==> src/rtl/mux5_pkg.sv <==
// mux5_pkg
// Purpose : shared select encoding for the 5-channel multiplexer.
// Contents: sel_t (3-bit select type), SEL_A..SEL_E channel codes, SEL_MAX
//           (highest legal code), sel_is_legal() helper.
package mux5_pkg;

    typedef logic [2:0] sel_t;

    localparam sel_t SEL_A   = 3'd0;
    localparam sel_t SEL_B   = 3'd1;
    localparam sel_t SEL_C   = 3'd2;
    localparam sel_t SEL_D   = 3'd3;
    localparam sel_t SEL_E   = 3'd4;
    localparam sel_t SEL_MAX = SEL_E;

    function automatic logic sel_is_legal(input sel_t sel);
        return (sel <= SEL_MAX);
    endfunction

endpackage

==> src/rtl/multiplexer_5ch_if.sv <==
// multiplexer_5ch_if
// Purpose : bundles the request side (five data channels, select, valid) and
//           the registered response side of the 5-channel multiplexer.
// Ports   : data_a..data_e, sel, in_valid  - request, driven by the master
//           mux_out, out_valid, sel_err    - response, driven by the slave
// Modports: master (requester), slave (multiplexer_5ch).
interface multiplexer_5ch_if
    import mux5_pkg::*;
#(
    parameter int unsigned word_size = 8
);
    logic [word_size-1:0] data_a;
    logic [word_size-1:0] data_b;
    logic [word_size-1:0] data_c;
    logic [word_size-1:0] data_d;
    logic [word_size-1:0] data_e;
    sel_t                 sel;
    logic                 in_valid;
    logic [word_size-1:0] mux_out;
    logic                 out_valid;
    logic                 sel_err;

    modport master (
        output data_a, data_b, data_c, data_d, data_e, sel, in_valid,
        input  mux_out, out_valid, sel_err
    );

    modport slave (
        input  data_a, data_b, data_c, data_d, data_e, sel, in_valid,
        output mux_out, out_valid, sel_err
    );

endinterface

==> src/rtl/mux5_select.sv <==
// mux5_select
// Purpose : purely combinational 5:1 word select with illegal-select detect.
// Ports   : i_data_a..i_data_e - channel words (opaque bit vectors)
//           i_sel              - channel select, legal 0..4
//           o_data             - selected word, all zeros for an illegal select
//           o_sel_err          - high when i_sel is 5..7
module mux5_select
    import mux5_pkg::*;
#(
    parameter int unsigned word_size = 8
) (
    input  logic [word_size-1:0] i_data_a,
    input  logic [word_size-1:0] i_data_b,
    input  logic [word_size-1:0] i_data_c,
    input  logic [word_size-1:0] i_data_d,
    input  logic [word_size-1:0] i_data_e,
    input  sel_t                 i_sel,
    output logic [word_size-1:0] o_data,
    output logic                 o_sel_err
);

    always_comb begin
        o_data    = '0;
        o_sel_err = !sel_is_legal(i_sel);
        // Only the addressed channel reaches o_data, so unknowns on the
        // other channels cannot propagate.
        case (i_sel)
            SEL_A:   o_data = i_data_a;
            SEL_B:   o_data = i_data_b;
            SEL_C:   o_data = i_data_c;
            SEL_D:   o_data = i_data_d;
            SEL_E:   o_data = i_data_e;
            default: o_data = '0;
        endcase
    end

endmodule

==> src/rtl/multiplexer_5ch.sv <==
// multiplexer_5ch
// Purpose : registered 5-channel multiplexer. A request (in_valid=1) captures
//           the selected channel on the rising edge; the result is presented
//           one clock later with out_valid. Without a request the result and
//           error flag hold and out_valid drops.
// Ports   : clk   - clock, rising edge
//           rst_n - asynchronous active-low reset, clears all outputs
//           bus   - multiplexer_5ch_if slave modport (request in, result out)
module multiplexer_5ch
    import mux5_pkg::*;
#(
    parameter int unsigned word_size = 8
) (
    input  logic                     clk,
    input  logic                     rst_n,
    multiplexer_5ch_if.slave         bus
);

    logic [word_size-1:0] w_sel_data;
    logic                 w_sel_err;

    logic [word_size-1:0] r_mux_out;
    logic                 r_out_valid;
    logic                 r_sel_err;

    mux5_select #(
        .word_size (word_size)
    ) u_select (
        .i_data_a  (bus.data_a),
        .i_data_b  (bus.data_b),
        .i_data_c  (bus.data_c),
        .i_data_d  (bus.data_d),
        .i_data_e  (bus.data_e),
        .i_sel     (bus.sel),
        .o_data    (w_sel_data),
        .o_sel_err (w_sel_err)
    );

    always_ff @(posedge clk or negedge rst_n) begin
        if (!rst_n) begin
            r_mux_out   <= '0;
            r_out_valid <= 1'b0;
            r_sel_err   <= 1'b0;
        end else begin
            r_out_valid <= bus.in_valid;
            if (bus.in_valid) begin
                r_mux_out <= w_sel_data;
                r_sel_err <= w_sel_err;
            end
        end
    end

    assign bus.mux_out   = r_mux_out;
    assign bus.out_valid = r_out_valid;
    assign bus.sel_err   = r_sel_err;

endmodule

==> src/flat_wrapper.sv <==
// flat-port wrapper written by rule: the top's interface ports become plain ports
module multiplexer_5ch_flat import mux5_pkg::*;
#(
    parameter int unsigned word_size = 8
)
  (clk, rst_n, bus_data_a, bus_data_b, bus_data_c, bus_data_d, bus_data_e, bus_sel, bus_in_valid, bus_mux_out, bus_out_valid, bus_sel_err);
  multiplexer_5ch_if #(.word_size(word_size)) bus_i ();
  input  logic clk;
  input  logic rst_n;
  input wire logic [$bits(bus_i.data_a)-1:0] bus_data_a;
  input wire logic [$bits(bus_i.data_b)-1:0] bus_data_b;
  input wire logic [$bits(bus_i.data_c)-1:0] bus_data_c;
  input wire logic [$bits(bus_i.data_d)-1:0] bus_data_d;
  input wire logic [$bits(bus_i.data_e)-1:0] bus_data_e;
  input wire logic [$bits(bus_i.sel)-1:0] bus_sel;
  input wire logic [$bits(bus_i.in_valid)-1:0] bus_in_valid;
  output wire logic [$bits(bus_i.mux_out)-1:0] bus_mux_out;
  output wire logic [$bits(bus_i.out_valid)-1:0] bus_out_valid;
  output wire logic [$bits(bus_i.sel_err)-1:0] bus_sel_err;
  assign bus_i.data_a = bus_data_a;
  assign bus_i.data_b = bus_data_b;
  assign bus_i.data_c = bus_data_c;
  assign bus_i.data_d = bus_data_d;
  assign bus_i.data_e = bus_data_e;
  assign bus_i.sel = bus_sel;
  assign bus_i.in_valid = bus_in_valid;
  assign bus_mux_out = bus_i.mux_out;
  assign bus_out_valid = bus_i.out_valid;
  assign bus_sel_err = bus_i.sel_err;
  multiplexer_5ch #(.word_size(word_size)) u_core (.clk(clk), .rst_n(rst_n), .bus(bus_i));
endmodule
==> config.mk <==
export PLATFORM = sky130hd
export DESIGN_NAME = multiplexer_5ch_flat
export DESIGN_NICKNAME = d
export VERILOG_FILES = /design/src/rtl/mux5_pkg.sv /design/src/rtl/multiplexer_5ch_if.sv /design/src/rtl/mux5_select.sv /design/src/rtl/multiplexer_5ch.sv /design/src/flat_wrapper.sv
export SDC_FILE = /design/constraint.sdc
export NUM_CORES = 1
export LEC_CHECK = 0
export CORE_MARGIN = 10
export CORE_UTILIZATION = 36
export CTS_CLUSTER_SIZE = 8
export DETAILED_ROUTE_END_ITERATION = 8
export PLACE_DENSITY = 0.83
export SYNTH_ARGS = -nofsm -noshare
export SYNTH_HDL_FRONTEND = slang
export SYNTH_SLANG_ARGS = --single-unit
==> constraint.sdc <==
create_clock -name clk -period 1.7 [get_ports clk]
set_clock_uncertainty 0.2 [all_clocks]
set_input_delay 0.34 -clock clk [delete_from_list [all_inputs] [get_ports clk]]
set_output_delay 0.34 -clock clk [all_outputs]
set_load 0.05 [all_outputs]
==> summary.txt <==
Critical path
  – Setup crit end kind: flop
  – Type of origin of the critical path: input port
  – Worst Path Arrival: around 1.6 ns
  – Slowest-stage cell, CP: clkdlybuf4s50_1
  – Crit path max-delay family: buffers and inverters
  – RR Startpoint: u_core.bus.mux_out[1]$_DFFE_PN0P_
  – Crit-path max FO: 10
  – Register-to-register setup slack: just under 0.8 ns
  – CP bufs+invs: 2
  – R2R depth: 2
  – Setup CP Type: in2reg
  – CP cell instances: clkdlybuf4s50_1 > buf_4 > nor3_4 > a22oi_1 > a31oi_1
  – Required time of the critical path: about 1.7 ns
  – Reg2reg end: u_core.bus.mux_out[1]$_DFFE_PN0P_
  – CP peak stage delay: roughly 0.4 ns

Synthesis
  – Synth warnings: 0
  – Post-Syn Area: 772 sq um
  – FF+latch count, synth: 10
  – Synth cell types: 21
  – Post-Syn Instances: between 70 and 80
  – Mapped Avg Cell Area: 9.90 sq um
  – Sequential-to-total area share from yosys stat: between 30% and 40%
  – Syn_nets: approximately 120

Timing
  – Final cycle utilization of the critical path: about 95%
  – Worst hold slack: about 0.18 ns
  – Final hold vios: 0
  – RSZ-0062 raised after global routing: false
  – Slew margin rel.: 69.7%
  – Fmax: around 620 MHz
  – Endpoints failing setup: 0
  – Pins Over Slew Limit: 0
  – Least-Margin Pin Slew: around 0.45 ns
  – Fin crit period: ~1.6 ns

Detailed routing
  – ANT nets after route: 0
  – Drt wl/cell: approximately 18 um
  – DRC violations left: 0
  – Vias per cell: 5.30
  – Max layer used: met4
  – Via count: slightly below 900
  – Routed WL: approximately 3.0 mm
  – Met3 wire length: 181 um
  – DR pass1 iterations: 4
  – Detailed Route Iter0 Violations: 40
  – Routed wl met2: ~1.6 mm
  – Met1 Routed Length: ~1.1 mm

Global route
  – Initial antenna violation count: 0
  – First-pass GRT wire length: between 4 and 5 mm
  – All-Layer GR Usage: 13.8%
  – Largest net degree at the start of global routing: 20
  – Gr ovfl total: 0
  – Vias in the first global route: around 920

Final layout
  – Finished Cell Area: roughly 1500 sq um
  – Fillers: 135
  – Area taken by multi-input logic gates: 465 sq um
  – # diodes: 0
  – Highest-count cells in the layout ignoring fill and taps: 44 x clkdlybuf4s50_1, 14 x nand3b_1, 11 x buf_12, 10 x dfrtp_1, 9 x nor2_1
  – Commonest non-fill, non-tap cell in the layout: clkdlybuf4s50_1
  – Non-filler instance count after layout: 164
  – Fin nets: 184
  – Util after Layout: 75.6%
  – Register area: 250 sq um
  – Share of cells above drive strength 1: 24.1%
  – Synth-to-layout area growth: 95.9%

Clocking
  – Root Buffer: clkbuf_4
  – Total CTS buffers: 3
  – # H-tree levels: 1
  – Hold-fix buffers, CTS: 0
  – Clock Latency Late Sink: 0.27 ns
  – CTS max path bufs: 2
  – Clock transition at path regs: 0.07 ns
  – Total setup buffers inserted after CTS: 0
  – Clock sinks: 10
  – CTS tree: built

Flow run
  – Max-cap viol count: 0

Placed design
  – Post-place instance area: 1470 sq um
  – DPL Wire Length: about 2.4 mm
  – Placed Instances: between 150 and 200
  – PortBufs: 55
  – Routability cong.: between 0.7 and 0.8

Hold path
  – Min-Delay Path Class: in2async

Outcome
  – Status: complete, no violations

Floorplan
  – Die Y: between 60 and 70 um
  – Starting Density: between 30% and 40%
  – Die area: approximately 4400 sq um
  – Width of the die: 66.3 um
  – Core area: between 2000 and 2500 sq um
  – Std cell rows: 16
  – I/O Pins: 56

Pwr
  – Max VDD drop: approximately 0.37 mV
  – Cell Pwr Density: between 600 and 700 nW/um^2
  – Leak Pwr: about 0.00061 uW
  – Pwr Total: 956 uW
[synth_stat cells, drive strengths merged]
| master | count | share of area (%) |
|---|---|---|
| nand3b | 14 | 14 |
| dfrtp | 10 | 32 |
| nor2 | 9 | 4.4 |
| a31oi | 8 | 6.5 |
| a21o | 7 | 6.8 |
| a22oi | 7 | 6.8 |
| buf | 7 | 7.3 |
| mux2 | 7 | 13 |
| clkbuf | 1 | 0.49 |
| inv | 1 | 0.49 |
| mux4 | 1 | 2.9 |
| nand2 | 1 | 0.49 |
| nand2b | 1 | 0.81 |
| nand3 | 1 | 0.65 |
| nor2b | 1 | 0.81 |
| nor3 | 1 | 2.1 |
| o22ai | 1 | 0.81 |
[metal layers]
layer / up-vias / GRT usage, %
met5: - / 0
met4: 0 / 6.81
met3: 5 / 5.08
met2: 33 / 25.0
met1: 420 / 13.3
li1: 411 / -
[report_power, final]
part	switching [uW]	internal, uW	leakage, uW
clock	92.3	130	0.0000210
combinational	188	255	0.000466
sequential	27.4	263	0.000119
[cell families (layout without fill, tap and decap cells)]
| kind of cell | after synthesis | in the layout | share of synthesized area [%] |
|---|---|---|---|
| muxes | 8 | 8 | 15.6 |
| DFF | 10 | 10 | 32.4 |
| and+or+nand+nor | 28 | 28 | 22.9 |
| buffers and inverters | 9 | 68 | 8.26 |
| AOI/OAI and AO/OA | 23 | 23 | 20.9 |
[registers in the layout, summed over array words and instances, names as in the netlist]
signal	flops
u_core.bus.mux_out	8
u_core.bus.out_valid	1
u_core.bus.sel_err	1
[worst reg2reg max path, cell delays in order (launching register included)]
cell	delay, ns
dfrtp_1	0.42
nor2_1	0.13
a31oi_1	0.05
[through the flow]
step / TNS, ns / setup WS, ns
floorplan: 0 / 0.274
global placement: -2.41 / -0.366
detailed placement: -2.76 / -0.414
CTS: 0 / 0.00171
global route: 0 / 0.0274
finish: 0 / 0.0899
[worst max-delay path by stage]
stage / start / endpoint / slack [ns] / depth (start not counted)
after floorplan: bus_sel[0] / u_core.bus.mux_out[0]$_DFFE_PN0P_ / 0.27 / 5
after global placement: bus_sel[0] / u_core.bus.mux_out[7]$_DFFE_PN0P_ / -0.37 / 5
after detailed placement: bus_sel[0] / u_core.bus.mux_out[7]$_DFFE_PN0P_ / -0.41 / 5
after CTS: bus_sel[2] / u_core.bus.mux_out[1]$_DFFE_PN0P_ / 0.002 / 5
after global routing: bus_sel[2] / u_core.bus.mux_out[1]$_DFFE_PN0P_ / 0.03 / 5
final: bus_sel[2] / u_core.bus.mux_out[1]$_DFFE_PN0P_ / 0.09 / 5
[final cells by class]
cell class	count	share of cell area, %
Timing Repair Buffer	63	47.8
Sequential cell	10	16.5
Tap cell	27	2.23
Clock buffer	4	2.40
Inverter	1	0.248
Multi-Input combinational cell	59	30.8
[what timing repair did]
item / CTS / global route
resized for setup: 1 / 3
setup endpoints to repair: 7 / 7
pin swaps: 0 / 1
Power figures use the tool's default switching activity.
